<file path="config.mk">
export PLATFORM = sky130hd
export DESIGN_NAME = johnson_seq_monitor
export DESIGN_NICKNAME = d
export VERILOG_FILES = /design/src/rtl/johnson_pkg.sv /design/src/rtl/johnson_code_decode.sv /design/src/rtl/johnson_seq_monitor.sv
export SDC_FILE = /design/constraint.sdc
export NUM_CORES = 1
export LEC_CHECK = 0
export ABC_CLOCK_PERIOD_IN_PS = 5600
export BUFFER_PORTS_ARGS = -buffer_cell sky130_fd_sc_hd__buf_2
export CORE_AREA = 8 8 59 61
export DETAILED_ROUTE_END_ITERATION = 10
export DIE_AREA = 0 0 67 69
export GPL_ROUTABILITY_DRIVEN = 0
export PLACE_DENSITY = 0.85
export SLEW_MARGIN = 30
export SYNTH_ARGS = -nofsm -noshare
export SYNTH_HDL_FRONTEND = slang
export SYNTH_SLANG_ARGS = --single-unit
</file>
<file path="constraint.sdc">
create_clock -name clk -period 5.6 [get_ports clk]
set_input_delay 1.4 -clock clk [delete_from_list [all_inputs] [get_ports clk]]
set_output_delay 1.4 -clock clk [all_outputs]
set_load 0.01 [all_outputs]
</file>
<file path="src/rtl/johnson_pkg.sv">
// Shared types and helpers for Johnson (twisted-ring) counter consumers.
package johnson_pkg;

    typedef enum logic [1:0] {
        UNLOCKED = 2'd0,
        LOCKING  = 2'd1,
        LOCKED   = 2'd2
    } jstate_e;

    localparam int JOHNSON_N  = 4;
    localparam int RING_LEN   = 2 * JOHNSON_N;
    localparam int IDX_W      = $clog2(RING_LEN);
    localparam int CODE_MAX_W = 32;

    // A Johnson word has at most one 0/1 boundary between adjacent bits.
    function automatic logic johnson_legal(input logic [CODE_MAX_W-1:0] code, input int n);
        int edges;
        edges = 0;
        for (int i = 0; i < CODE_MAX_W - 1; i++) begin
            if ((i + 1 < n) && (code[i] != code[i+1])) begin
                edges++;
            end
        end
        return (edges <= 1);
    endfunction

endpackage

</file>
<file path="src/rtl/johnson_code_decode.sv">
// Combinational Johnson word to ring index decoder with legality flag.
module johnson_code_decode
    import johnson_pkg::*;
#(
    parameter int N      = JOHNSON_N,
    parameter int IDX_W  = $clog2(2 * N)
) (
    input  logic [N-1:0]     code,
    output logic [IDX_W-1:0] idx,
    output logic             legal
);

    int ones;

    always_comb begin
        ones = 0;
        for (int i = 0; i < N; i++) begin
            ones += int'(code[i]);
        end
        legal = johnson_legal(CODE_MAX_W'(code), N);
        // Filling half counts ones upward; draining half counts down from 2N.
        if ((code == '0) || code[N-1]) begin
            idx = IDX_W'(ones);
        end else begin
            idx = IDX_W'(2 * N - ones);
        end
    end

endmodule

</file>
<file path="src/rtl/johnson_seq_monitor.sv">
// Johnson stream decoder plus ring-order integrity monitor; all outputs registered one cycle after the beat.
module johnson_seq_monitor
    import johnson_pkg::*;
#(
    parameter int N        = JOHNSON_N,
    parameter int LOCK_CNT = 3,
    parameter int HOLD_OK  = 0,
    parameter int ERRW     = 8
) (
    input  logic                      clk,
    input  logic                      rst,
    input  logic                      code_valid,
    input  logic [N-1:0]              code,
    input  logic                      clr_err,
    output logic [$clog2(2*N)-1:0]    phase,
    output logic                      phase_valid,
    output logic                      locked,
    output logic                      seq_err,
    output logic                      illegal_err,
    output logic                      wrap,
    output logic [ERRW-1:0]           err_count
);

    localparam int RING = 2 * N;
    localparam int IW   = $clog2(RING);
    localparam logic [ERRW-1:0] ERR_MAX = {ERRW{1'b1}};

    logic [IW-1:0] dec_idx;
    logic          dec_legal;

    johnson_code_decode #(
        .N     (N),
        .IDX_W (IW)
    ) u_decode (
        .code  (code),
        .idx   (dec_idx),
        .legal (dec_legal)
    );

    jstate_e       state_q, state_d;
    logic [IW-1:0] phase_q, phase_d;
    logic [3:0]    good_cnt_q, good_cnt_d;
    logic [ERRW-1:0] err_count_q, err_count_d;
    logic          phase_valid_q, phase_valid_d;
    logic          locked_q, locked_d;
    logic          seq_err_q, seq_err_d;
    logic          illegal_err_q, illegal_err_d;
    logic          wrap_q, wrap_d;

    logic [IW-1:0] exp_idx;
    logic          is_succ;
    logic          is_hold;
    logic          err_inc;

    always_comb begin
        state_d       = state_q;
        phase_d       = phase_q;
        good_cnt_d    = good_cnt_q;
        err_count_d   = err_count_q;
        phase_valid_d = 1'b0;
        seq_err_d     = 1'b0;
        illegal_err_d = 1'b0;
        wrap_d        = 1'b0;

        exp_idx = (phase_q == IW'(RING - 1)) ? '0 : phase_q + 1'b1;
        is_succ = (dec_idx == exp_idx);
        is_hold = (HOLD_OK != 0) && (dec_idx == phase_q);

        if (code_valid) begin
            if (!dec_legal) begin
                illegal_err_d = 1'b1;
                state_d       = UNLOCKED;
                good_cnt_d    = '0;
            end else begin
                phase_valid_d = 1'b1;
                phase_d       = dec_idx;
                unique case (state_q)
                    UNLOCKED: begin
                        state_d    = LOCKING;
                        good_cnt_d = '0;
                    end
                    LOCKING: begin
                        if (is_succ) begin
                            good_cnt_d = good_cnt_q + 4'd1;
                            if (good_cnt_d == 4'(LOCK_CNT)) begin
                                state_d = LOCKED;
                            end
                        end else if (!is_hold) begin
                            // Wrong successor while acquiring: silently re-anchor.
                            good_cnt_d = '0;
                        end
                    end
                    LOCKED: begin
                        if (is_succ) begin
                            wrap_d = (phase_q == IW'(RING - 1));
                        end else if (!is_hold) begin
                            seq_err_d  = 1'b1;
                            state_d    = LOCKING;
                            good_cnt_d = '0;
                        end
                    end
                    default: begin
                        state_d    = UNLOCKED;
                        good_cnt_d = '0;
                    end
                endcase
            end
        end

        err_inc = seq_err_d | illegal_err_d;
        if (clr_err) begin
            err_count_d = ERRW'(err_inc);
        end else if (err_inc && (err_count_q != ERR_MAX)) begin
            err_count_d = err_count_q + 1'b1;
        end

        locked_d = (state_d == LOCKED);
    end

    always_ff @(posedge clk or posedge rst) begin
        if (rst) begin
            state_q       <= UNLOCKED;
            phase_q       <= '0;
            good_cnt_q    <= '0;
            err_count_q   <= '0;
            phase_valid_q <= 1'b0;
            locked_q      <= 1'b0;
            seq_err_q     <= 1'b0;
            illegal_err_q <= 1'b0;
            wrap_q        <= 1'b0;
        end else begin
            state_q       <= state_d;
            phase_q       <= phase_d;
            good_cnt_q    <= good_cnt_d;
            err_count_q   <= err_count_d;
            phase_valid_q <= phase_valid_d;
            locked_q      <= locked_d;
            seq_err_q     <= seq_err_d;
            illegal_err_q <= illegal_err_d;
            wrap_q        <= wrap_d;
        end
    end

    assign phase       = phase_q;
    assign phase_valid = phase_valid_q;
    assign locked      = locked_q;
    assign seq_err     = seq_err_q;
    assign illegal_err = illegal_err_q;
    assign wrap        = wrap_q;
    assign err_count   = err_count_q;

endmodule

</file>
==> impl_table.tex, run 1 <==
\begin{tabular}{lr}
\hline
Metric & Value \\
\hline
\multicolumn{2}{l}{\textbf{Place}} \\
\quad Placed cell area & approximately 0.0016 mm2 \\
\quad Input/output buffers & 23 \\
\quad Number of placed instances, taps included & between 200 and 250 \\
\quad Half-perimeter wire length after detailed placement & roughly 2400 um \\
\multicolumn{2}{l}{\textbf{Critical path}} \\
\quad Worst reg-to-reg setup slack & 3150 ps \\
\quad CP Max Fanout & 10 \\
\quad Cell depth of the worst flop-to-flop path & 9 \\
\quad Arrival @ worst endpoint & $\sim$4500 ps \\
\quad Category of the most critical setup path & primary input to flop \\
\quad Required time at the endpoint of the critical path & a little under 6000 ps \\
\quad Endpoint type of the worst setup path & flop \\
\quad Worst reg2reg endpoint & err\_count[6] \\
\quad Launching element type of the critical path & primary input \\
\quad R2R Path Start & phase[0] \\
\multicolumn{2}{l}{\textbf{STA}} \\
\quad Worst hold slack across all endpoints & 521 ps \\
\quad Unrepaired setup endpoints after global routing & no \\
\quad Setup clock skew after layout & 13.3 ps \\
\quad Worst slew margin relative to its limit & a little under half \\
\quad Final number of max-transition violations & 0 \\
\quad Number of failing setup endpoints in the final timing report & 0 \\
\quad Part of the cycle the worst path needs & 77.5\% \\
\quad Achievable clock frequency & 231 MHz \\
\quad Worst-margin pin slew & around 800 ps \\
\quad Number of hold violations in the final report & 0 \\
\quad Minimum clock period after layout & between 4000 and 5000 ps \\
\quad Setup\_tns & 0 ps \\
\multicolumn{2}{l}{\textbf{Detailed routing}} \\
\quad Detailed-router iteration count before antenna repair & 4 \\
\quad Antenna violation net count after detailed routing & 0 \\
\quad Routed length per instance & 14.7 um \\
\quad Drt drc & 0 \\
\quad Via count & about 1200 \\
\quad Via count normalized by instance count & $\sim$5.6 \\
\quad Routed wire length & slightly above 3000 um \\
\quad 1st-iter DRT viols & between 60 and 70 \\
\multicolumn{2}{l}{\textbf{CTS}} \\
\quad Post-CTS setup repair buffer count & 0 \\
\quad Maximum count of clock buffers along a single path & 2 \\
\quad Cells resized by post-CTS repair & 0 \\
\quad Clock latency on the worst-skew pair & between 300 and 400 ps \\
\quad Clk sink count & 22 \\
\quad Hold\_buf cts & 0 \\
\quad TritonCTS clock tree & built \\
\quad Clock-pin transition on the worst setup and hold timing paths & 110 ps \\
\quad Number of H-tree levels & 1 \\
\quad Clock buffer count from CTS & 3 \\
\quad Cell chosen for the clock root & clkbuf\_4 \\
\multicolumn{2}{l}{\textbf{Yosys}} \\
\quad Gate count after technology mapping & 152 \\
\quad Number of synthesized flops with an enable pin & 0 \\
\quad Predominant post-synthesis flop cell & dfrtp\_1 \\
\quad Ys async rst share & 100\% \\
\quad Synthesized netlist net count & between 150 and 200 \\
\quad Synthesis-stage register bit count & 22 \\
\quad Sequential-to-total area share from yosys stat & 37.0\% \\
\quad Mean instance size in the synthesized netlist & slightly below 10 um2 \\
\quad Count of unique library cells instantiated by Yosys & 41 \\
\quad Syn. warnings & 0 \\
\quad Post-Synthesis Cell Area & approximately 0.0015 mm2 \\
\multicolumn{2}{l}{\textbf{Pwr}} \\
\quad Leakage power figure & approximately 0.9 nW \\
\quad Power density over the cells & a little under 300 mW/mm2 \\
\quad Peak ir drop on the vdd network & about 0.23 mV \\
\multicolumn{2}{l}{\textbf{Global routing}} \\
\quad Aggregate global routing overflow & 0 \\
\quad Wire length of the first global-routing pass & roughly 5100 um \\
\quad Number of global-route vias before repair & $\sim$1200 \\
\quad Initial antenna violation count & 0 \\
\quad Pin count of the biggest net entering global routing & 23 \\
\quad Total track usage & between 10\% and 20\% \\
\multicolumn{2}{l}{\textbf{Cells and area}} \\
\quad Final design area excluding fillers & about 0.0017 mm2 \\
\quad Layout cell share with drive strength beyond 1 & about a fifth \\
\quad Cell Count, Final, Fillers Out & about 210 \\
\quad Net count reported at finish & 200 \\
\quad Area growth syn-to-layout & 13.6\% \\
\quad Number of diodes added for antenna fixing & 0 \\
\quad Util after Layout & between 60\% and 70\% \\
\multicolumn{2}{l}{\textbf{Worst hold path}} \\
\quad Classification of the worst-slack hold path & flop to flop \\
\quad Origin of the worst min-delay path & phase[2] \\
\quad Number of stages on the worst hold path & 2 \\
\quad Capture endpoint of the worst hold path & phase[2] \\
\multicolumn{2}{l}{\textbf{Status}} \\
\quad Status & completed \\
\multicolumn{2}{l}{\textbf{Floorplanning}} \\
\quad Die outline area & 0.00462 mm2 \\
\quad Vertical extent of the die & 69 um \\
\quad Die Span X & $\sim$67 um \\
\quad Number of placed I/O pins & 24 \\
\quad Starting utilization of the core area & between 50\% and 60\% \\
\quad Number of placement rows & 19 \\
\quad Core Area & around 0.0026 mm2 \\
\multicolumn{2}{l}{\textbf{Flow run}} \\
\quad Max Cap Violations & 0 \\
\hline
\end{tabular}
==> layout by cell type, fill, tap and decap left out, types with 5 or more instances in the layout <==
master   synthesis  final
and2b_1          5      5
buf_2            0     23
dfrtp_1         22     22
ha_1            12     12
inv_1           15     15
mux2_4           6      6
nand2_1         14     14
nand3_1          5      5
nand4_1          5      5
nor2_1           9      9
nor2b_1          8      8
o21ai_0          8      8
==> cell usage after synthesis (2+ instances only) <==
cell type	number	share of area (%)
nor2_1	9	2.3
nand3_1	5	1.7
inv_1	15	3.8
mux2_4	6	6.1
xor2_1	3	1.8
nor3_1	3	1.0
a2bb2oi_1	2	1.2
nand4_1	5	2.1
a211oi_1	2	1.0
and3_1	2	0.84
o21ai_0	8	2.7
nand2_1	14	3.5
nor2b_1	8	3.4
and2b_1	5	2.5
ha_1	12	10
xnor2_1	2	1.2
nand2b_1	4	1.7
dfrtp_1	22	37
a21oi_1	3	1.0
==> critical path, stage by stage <==
cell     delay, ps
buf_2          110
inv_1           50
ha_1           320
fa_1           380
ha_1           350
inv_1           60
ha_1           260
nor2b_1        150
a22o_1         200
a41oi_2        210
o22ai_2        160
o31ai_4        390
and2b_1        210
mux2_4         300
==> metal layers <==
| metal | GRT usage, % | routed length, um | part of all wire [%] | vias up |
|---|---|---|---|---|
| li1 | - | - | - | 585 |
| met1 | 14.3 | 1280 | 42 | 563 |
| met2 | 24.8 | 1550 | 50 | 25 |
| met3 | 3.88 | 195 | 6.3 | 5 |
| met4 | 4.19 | 46 | 1.5 | 0 |
| met5 | 0 | 0 | 0 | - |
==> sequential cells by signal, indices dropped and copies added, names as in the netlist, 2 cells and up <==
signal,count
good_cnt_q,4
phase,3
state_q,2
err_count,8
==> cell type report <==
cell class              instances  area [um2]
flip-flops and latches         22         551
multi-input cells             114         878
well taps                      31        38.8
inverters                      15        56.3
fillers                       223         923
clock buffers                   3        22.5
clock inverters                 1        30.0
repair buffers                 23         115
==> worst max-delay path by stage <==
stage	startpoint	end
after floorplan	code[0]	err_count[3]
after global placement	code[1]	err_count[6]
after detailed placement	code[1]	err_count[4]
after CTS	code[1]	err_count[7]
after global routing	code[1]	err_count[7]
final	code[1]	err_count[6]
==> report_power, final <==
part / total (mW) / switching, mW / internal (mW)
registers: 0.198 / 0.0211 / 0.176
logic: 0.171 / 0.0958 / 0.0754
clock network: 0.121 / 0.0491 / 0.0724
total: 0.490 / 0.166 / 0.324
==> cell families (layout without fill, tap and decap cells) <==
kind of cell | after synthesis | count (layout) | share of synthesized area, %
AND/OR/NAND/NOR | 59 | 59 | 21.1
AO/OA/AOI/OAI | 30 | 30 | 16.0
flip-flops | 22 | 22 | 37.0
buffers and inverters | 16 | 42 | 4.03
adder cells (fa/ha/maj) | 13 | 13 | 11.4
XOR/XNOR | 6 | 6 | 4.45
multiplexers | 6 | 6 | 6.05
==> per-stage QoR <==
stage | setup WS (ps) | power (mW)
global route | 1100 | 0.523
detailed placement | 927 | 0.373
global placement | 1070 | 0.362
finish | 1260 | 0.490
floorplan | 1310 | 0.324
CTS | 1260 | 0.495
No activity file was read; power rests on OpenSTA's default activity.
==> inputs of run 2 (changes only) <==
Settings changed: ABC_CLOCK_PERIOD_IN_PS 5600 to 4100, CORE_AREA 8 8 59 61 to 8 8 61 63, DIE_AREA 0 0 67 69 to 0 0 69 71, PLACE_DENSITY 0.85 to 0.8.
Clock period 5.6 ns to 4.1 ns, I/O delays scaled along.
==> run 2 against run 1 <==
  * Via count grew 4.2%
  * Setup slack worse by 950 ps
  * Sequential power grew 37%
  * Clock power fell by 16%
  * Sequential share of layout area is 0.19 points lower
  * Die area grew 6.0%
==> impl_table.tex, run 2 (synthesis gave the netlist of run 1 again) <==
\begin{tabular}{lr}
\hline
Metric & Value \\
\hline
\multicolumn{2}{l}{\textbf{CTS}} \\
\quad Cells resized by post-CTS repair & 0 \\
\quad TritonCTS clock tree & built \\
\quad Clock latency on the worst-skew pair & 310 ps \\
\quad Clock buffer count from CTS & 3 \\
\quad Cell chosen for the clock root & clkbuf\_4 \\
\quad Clock-pin transition on the worst setup and hold timing paths & between 100 and 150 ps \\
\quad Post-CTS setup repair buffer count & 0 \\
\quad Number of H-tree levels & 1 \\
\quad Hold\_buf cts & 0 \\
\quad Maximum count of clock buffers along a single path & 2 \\
\quad Clk sink count & 22 \\
\multicolumn{2}{l}{\textbf{Critical path}} \\
\quad Worst reg2reg endpoint & err\_count[6] \\
\quad Endpoint type of the worst setup path & flop \\
\quad Most common cell type on the critical path & ha\_1 \\
\quad Arrival @ worst endpoint & $\sim$4000 ps \\
\quad Family of cells with the greatest summed delay on the critical path & adder cells \\
\quad Category of the most critical setup path & primary input to flop \\
\quad Required time at the endpoint of the critical path & about 4300 ps \\
\quad Bufs and invs on worst path & 3 \\
\quad CP Max Fanout & 7 \\
\quad Launching element type of the critical path & primary input \\
\quad Crit path launch & code[1] \\
\quad R2R Path Start & phase[0] \\
\quad Cell-by-cell trace of the critical path & buf\_2 > inv\_1 > ha\_1 > fa\_1 > ha\_1 > inv\_1 > ha\_1 > nor2b\_1 > a22oi\_1 > xnor2\_1 > o22ai\_2 > o31ai\_4 > and2b\_1 > mux2\_4 \\
\quad Capture point of the critical path & err\_count[6] \\
\quad Critical Path Stages & 14 \\
\quad Cell depth of the worst flop-to-flop path & 8 \\
\quad Slowest stage cell on the critical path & fa\_1 \\
\quad Slowest stage delay, CP & between 300 and 400 ps \\
\quad Worst reg-to-reg setup slack & $\sim$1700 ps \\
\multicolumn{2}{l}{\textbf{STA}} \\
\quad Minimum clock period after layout & roughly 3800 ps \\
\quad Final number of max-transition violations & 0 \\
\quad Setup\_tns & 0 ps \\
\quad Achievable clock frequency & 264 MHz \\
\quad Worst slew margin relative to its limit & roughly 46\% \\
\quad Part of the cycle the worst path needs & $\sim$92\% \\
\quad Number of failing setup endpoints in the final timing report & 0 \\
\quad Worst Setup Slack, final & 312 ps \\
\quad Worst hold slack across all endpoints & 536 ps \\
\quad Worst-margin pin slew & roughly 810 ps \\
\quad Unrepaired setup endpoints after global routing & no \\
\quad Setup clock skew after layout & $\sim$3.1 ps \\
\quad Number of hold violations in the final report & 0 \\
\multicolumn{2}{l}{\textbf{Pwr}} \\
\quad Power density over the cells & between 300 and 400 mW/mm2 \\
\quad Seq pwr share & a little over two fifths \\
\quad Net switching power figure & about 240 uW \\
\quad Relative contribution of the clock network to total power & between 15 and 20\% \\
\quad Relative contribution of combinational cells to total power & between 40\% and 50\% \\
\quad Internal power & around 400 uW \\
\quad Net switching share of the total power & 37.1\% \\
\quad Peak ir drop on the vdd network & 0.195 mV \\
\quad Leakage power figure & 0.895 nW \\
\multicolumn{2}{l}{\textbf{Floorplanning}} \\
\quad Die outline area & roughly 0.005 mm2 \\
\quad Number of placement rows & 20 \\
\quad Core Area & between 0.002 and 0.003 mm2 \\
\quad Vertical extent of the die & around 71 um \\
\quad Die Span X & just under 70 um \\
\quad Number of placed I/O pins & 24 \\
\quad Starting utilization of the core area & 52.2\% \\
\multicolumn{2}{l}{\textbf{Cells and area}} \\
\quad Max FFs per register & 8 \\
\quad Cell Count, Final, Fillers Out & 215 \\
\quad Number of diodes added for antenna fixing & 0 \\
\quad Net count reported at finish & between 200 and 250 \\
\quad Area growth syn-to-layout & 14.3\% \\
\quad Most frequent standard cell in the layout excluding fill and tap cells & buf\_2 \\
\quad Highest-count cells in the layout ignoring fill and taps & buf\_2, dfrtp\_1, inv\_1, nand2\_1, ha\_1 \\
\quad Final design area excluding fillers & about 0.0017 mm2 \\
\quad Layout cell share with drive strength beyond 1 & 23.1\% \\
\multicolumn{2}{l}{\textbf{Detailed routing}} \\
\quad Drt drc & 0 \\
\quad Detailed-router iteration count before antenna repair & 4 \\
\quad Antenna violation net count after detailed routing & 0 \\
\quad 1st-iter DRT viols & between 90 and 100 \\
\quad Routed length per instance & 14.7 um \\
\quad Routed wire length & roughly 3200 um \\
\quad Via count normalized by instance count & $\sim$5.7 \\
\quad Via count & roughly 1200 \\
\multicolumn{2}{l}{\textbf{Global routing}} \\
\quad Initial antenna violation count & 0 \\
\quad Pin count of the biggest net entering global routing & 23 \\
\quad Aggregate global routing overflow & 0 \\
\quad Wire length of the first global-routing pass & 5690 um \\
\quad Total track usage & between 10\% and 20\% \\
\quad Number of global-route vias before repair & about 1300 \\
\multicolumn{2}{l}{\textbf{Status}} \\
\quad Status & completed \\
\multicolumn{2}{l}{\textbf{Worst hold path}} \\
\quad Classification of the worst-slack hold path & flop to flop \\
\multicolumn{2}{l}{\textbf{Place}} \\
\quad Number of placed instances, taps included & around 210 \\
\quad Placed cell area & around 0.0017 mm2 \\
\quad Input/output buffers & 23 \\
\quad Half-perimeter wire length after detailed placement & approximately 2500 um \\
\quad Placement-stage worst setup slack & -11.1 ps \\
\multicolumn{2}{l}{\textbf{Flow run}} \\
\quad Max Cap Violations & 0 \\
\hline
\end{tabular}
==> run 2: cell count changes in the layout (fill, tap and decap cells not counted), sizes merged <==
cell    previous run  this run
bufinv             1         0
inv               15        14
buf               23        28
clkinv             0         1
==> run 2: worst min-delay path by stage <==
stage                     from       end  slack [ps]  cells past startpoint
floorplan           state_q[0]    locked         490                      1
global placement      phase[1]  phase[1]         490                      2
detailed placement  state_q[0]    locked         520                      1
CTS                 state_q[0]    locked         530                      1
global route        state_q[0]    locked         570                      1
finish              state_q[0]    locked         540                      1
==> run 2: stage by stage <==
| stage | power [mW] | util [%] |
|---|---|---|
| finish | 0.636 | 59.6 |
| global route | 0.683 | 59.6 |
| CTS | 0.639 | 59.6 |
| detailed placement | 0.539 | 58.9 |
| global placement | 0.524 | 58.9 |
| floorplan | 0.443 | - |
==> run 2: final cells by class <==
cell class,instances,area [um2]
Sequential cell,22,551
Tap cell,33,41.3
Timing Repair Buffer,28,153
Fill cell,252,1150
Clock buffer,3,22.5
Inverter,15,56.3
Multi-Input combinational cell,114,878
==> run 2: per-layer routing <==
| metal | global-route usage, % | up-vias | wire length [um] |
|---|---|---|---|
| met2 | 25.0 | 38 | 1650 |
| li1 | - | 598 | - |
| met5 | 0 | - | 0 |
| met3 | 3.36 | 8 | 168 |
| met1 | 14.4 | 584 | 1260 |
| met4 | 5.24 | 0 | 75 |
==> run 2: power groups by stage <==
stage | combinational [mW] | clock (mW) | sequential [mW]
2_1_floorplan | 0.164 | 0 | 0.279
3_3_place_gp | 0.252 | 0 | 0.271
3_5_place_dp | 0.264 | 0 | 0.275
4_1_cts | 0.265 | 0.103 | 0.271
5_1_grt | 0.294 | 0.114 | 0.275
6_report | 0.264 | 0.102 | 0.271
==> inputs of run 3 (changes only) <==
Settings changed: CORE_AREA 8 8 61 63 to 8 8 60 62, DIE_AREA 0 0 69 71 to 0 0 68 70, PLACE_DENSITY 0.8 to 0.78, SYNTH_HIERARCHICAL from default to 1.
==> run 3 against run 2 <==
  * Critical path depth is the same
  * Cell area shrank 8.0%
  * Sequential cell count is the same
  * Wire length shrank 7.3%
  * Largest cell class unchanged
  * Largest power group unchanged
==> impl_table.tex, run 3 <==
\begin{tabular}{lr}
\hline
Metric & Value \\
\hline
\multicolumn{2}{l}{\textbf{Critical path}} \\
\quad Category of the most critical setup path & primary input to flop \\
\quad Required time at the endpoint of the critical path & approximately 4300 ps \\
\quad Endpoint type of the worst setup path & flop \\
\quad CP Max Fanout & 11 \\
\quad Arrival @ worst endpoint & around 4000 ps \\
\quad Launching element type of the critical path & primary input \\
\multicolumn{2}{l}{\textbf{Yosys}} \\
\quad Gate count after technology mapping & 141 \\
\quad Post-Synthesis Cell Area & between 0.001 and 0.0015 mm2 \\
\quad Number of synthesized flops with an enable pin & 0 \\
\quad Commonest cells in the netlist & dfrtp\_1, inv\_1, ha\_1 \\
\quad Cells taking the most area after synthesis & dfrtp\_1, ha\_1, inv\_1 \\
\quad Predominant post-synthesis flop cell & dfrtp\_1 \\
\quad Sequential-to-total area share from yosys stat & around two fifths \\
\quad Most instantiated library cell after synthesis & dfrtp\_1 \\
\quad Ys async rst share & 100\% \\
\quad Synthesis-stage register bit count & 22 \\
\quad Largest area contributor in the synthesized netlist & dfrtp\_1 \\
\quad Count of unique library cells instantiated by Yosys & 46 \\
\quad Synthesized netlist net count & 160 \\
\quad Mean instance size in the synthesized netlist & 9.83 um2 \\
\quad Syn. warnings & 6 \\
\quad Share of the synthesized area in the top cell type & between 30\% and 40\% \\
\multicolumn{2}{l}{\textbf{CTS}} \\
\quad Number of H-tree levels & 1 \\
\quad Cells resized by post-CTS repair & 0 \\
\quad Cell chosen for the clock root & clkbuf\_4 \\
\quad TritonCTS clock tree & built \\
\quad Post-CTS setup repair buffer count & 0 \\
\quad Clock-pin transition on the worst setup and hold timing paths & approximately 130 ps \\
\quad Hold\_buf cts & 0 \\
\quad Clock latency on the worst-skew pair & about 310 ps \\
\quad Clk sink count & 22 \\
\quad Maximum count of clock buffers along a single path & 2 \\
\quad Clock buffer count from CTS & 3 \\
\multicolumn{2}{l}{\textbf{Global routing}} \\
\quad Total track usage & about an eighth \\
\quad Wire length of the first global-routing pass & $\sim$4900 um \\
\quad Global-route met1 utilization & between 10\% and 20\% \\
\quad Met2 Usage GRT & a little over a fifth \\
\quad Aggregate global routing overflow & 0 \\
\quad Pin count of the biggest net entering global routing & 23 \\
\quad Global-route met3 utilization & under 10\% \\
\quad GR peak layer & met2 \\
\quad Initial antenna violation count & 0 \\
\quad Number of global-route vias before repair & 1118 \\
\multicolumn{2}{l}{\textbf{Place}} \\
\quad Placed cell area & around 0.0015 mm2 \\
\quad Half-perimeter wire length after detailed placement & approximately 2200 um \\
\quad Input/output buffers & 23 \\
\multicolumn{2}{l}{\textbf{STA}} \\
\quad Number of hold violations in the final report & 0 \\
\quad Achievable clock frequency & $\sim$260 MHz \\
\quad Setup\_tns & 0 ps \\
\quad Worst slew margin relative to its limit & between 40 and 50\% \\
\quad Number of failing setup endpoints in the final timing report & 0 \\
\quad Part of the cycle the worst path needs & between 90 and 100\% \\
\quad Setup clock skew after layout & $\sim$7.4 ps \\
\quad Worst hold slack across all endpoints & between 500 and 600 ps \\
\quad Worst-margin pin slew & 783 ps \\
\quad Minimum clock period after layout & 3790 ps \\
\quad Final number of max-transition violations & 0 \\
\quad Unrepaired setup endpoints after global routing & no \\
\multicolumn{2}{l}{\textbf{Cells and area}} \\
\quad Filler cell count & around 240 \\
\quad Final design area excluding fillers & about 0.0016 mm2 \\
\quad Most frequent standard cell in the layout excluding fill and tap cells & buf\_2 \\
\quad Max FFs per register & 8 \\
\quad Layout cell share with drive strength beyond 1 & around 22\% \\
\quad Highest-count cells in the layout ignoring fill and taps & buf\_2, dfrtp\_1, inv\_1, ha\_1, a21oi\_1 \\
\quad Util after Layout & about three fifths \\
\quad Number of diodes added for antenna fixing & 0 \\
\quad Area growth syn-to-layout & 12.9\% \\
\quad Net count reported at finish & around 180 \\
\multicolumn{2}{l}{\textbf{Detailed routing}} \\
\quad Via count normalized by instance count & approximately 5.9 \\
\quad Antenna violation net count after detailed routing & 0 \\
\quad Routed wire length & 2920 um \\
\quad Drt drc & 0 \\
\quad Via count & about 1100 \\
\quad Detailed-router iteration count before antenna repair & 4 \\
\quad 1st-iter DRT viols & 41 \\
\quad Routed length per instance & between 15 and 20 um \\
\multicolumn{2}{l}{\textbf{Pwr}} \\
\quad Power density over the cells & approximately 430 mW/mm2 \\
\quad Leakage power figure & roughly 0.79 nW \\
\quad Peak ir drop on the vdd network & about 0.28 mV \\
\multicolumn{2}{l}{\textbf{Floorplanning}} \\
\quad Starting utilization of the core area & between 50 and 60\% \\
\quad Core Area & 0.00266 mm2 \\
\quad Number of placed I/O pins & 24 \\
\quad Die outline area & 0.00476 mm2 \\
\quad Number of placement rows & 19 \\
\quad Die Span X & between 60 and 70 um \\
\quad Vertical extent of the die & about 70 um \\
\multicolumn{2}{l}{\textbf{Worst hold path}} \\
\quad Classification of the worst-slack hold path & flop to flop \\
\multicolumn{2}{l}{\textbf{Status}} \\
\quad Status & completed \\
\multicolumn{2}{l}{\textbf{Flow run}} \\
\quad Max Cap Violations & 0 \\
\hline
\end{tabular}
## run 3: cell count changes after synthesis, moves of 5 or more
cell / before / now
nor2_1: 9 / 4
nand2_1: 14 / 5
and2b_1: 5 / 0
inv_1: 15 / 20
mux2_2: 0 / 5
mux2_4: 6 / 0
nor2b_1: 8 / 2
## run 3: area by class of cell
cell class | count | area [um2] | share of cell area [%]
flip-flops and latches | 22 | 551 | 35.2
well taps | 31 | 38.8 | 2.48
clock inverters | 1 | 30.0 | 1.92
inverters | 20 | 75.1 | 4.80
multi-input cells | 94 | 733 | 46.8
repair buffers | 23 | 115 | 7.35
clock buffers | 3 | 22.5 | 1.44
## run 3: worst max-delay path, cell delays in order
cell	delay, ps
buf_2	80
inv_1	60
fa_1	530
inv_1	50
ha_1	180
ha_1	290
inv_1	40
ha_1	170
a211oi_1	260
xor2_1	240
xnor2_1	160
o2111a_1	260
nor4_1	290
mux2_2	370
## run 3: final timing paths
path	startpoint	end	slack [ps]	depth (start not counted)
setup / recovery	code[0]	err_count[5]	310	14
hold / removal	good_cnt_q[3]	good_cnt_q[3]	520	1
setup reg to reg	phase[0]	err_count[5]	1850	6
hold reg to reg	good_cnt_q[3]	good_cnt_q[3]	520	1
max in group asynchronous	rst	phase[2]	2990	2
min in group asynchronous	rst	err_count[3]	730	2
## run 3: power breakdown
part	internal, mW	switching, mW
clock network	0.0988	0.0689
logic	0.0981	0.135
registers	0.242	0.0288
total	0.439	0.232
## run 3: layer usage
metal,routed length [um],vias up
li1,-,559
met1,1250,553
met2,1510,24
met3,134,4
met4,25,0
met5,0,-
## run 3: cells by family after synthesis
group	synth area share, %
muxes	4.06
DFF	39.7
adders and majority gates	11.3
and+or+nand+nor	16.1
AOI/OAI and AO/OA	18.3
buffers and inverters	7.40
xor gates and xnor gates	3.16
## run 3: stage by stage
stage               total power, mW  worst slack [ps]  instances
global placement              0.495              84.6        190
global route                  0.710               161        194
detailed placement            0.506             -11.9        190
floorplan                     0.454               257        141
CTS                           0.675               331        194
finish                        0.671               311        194
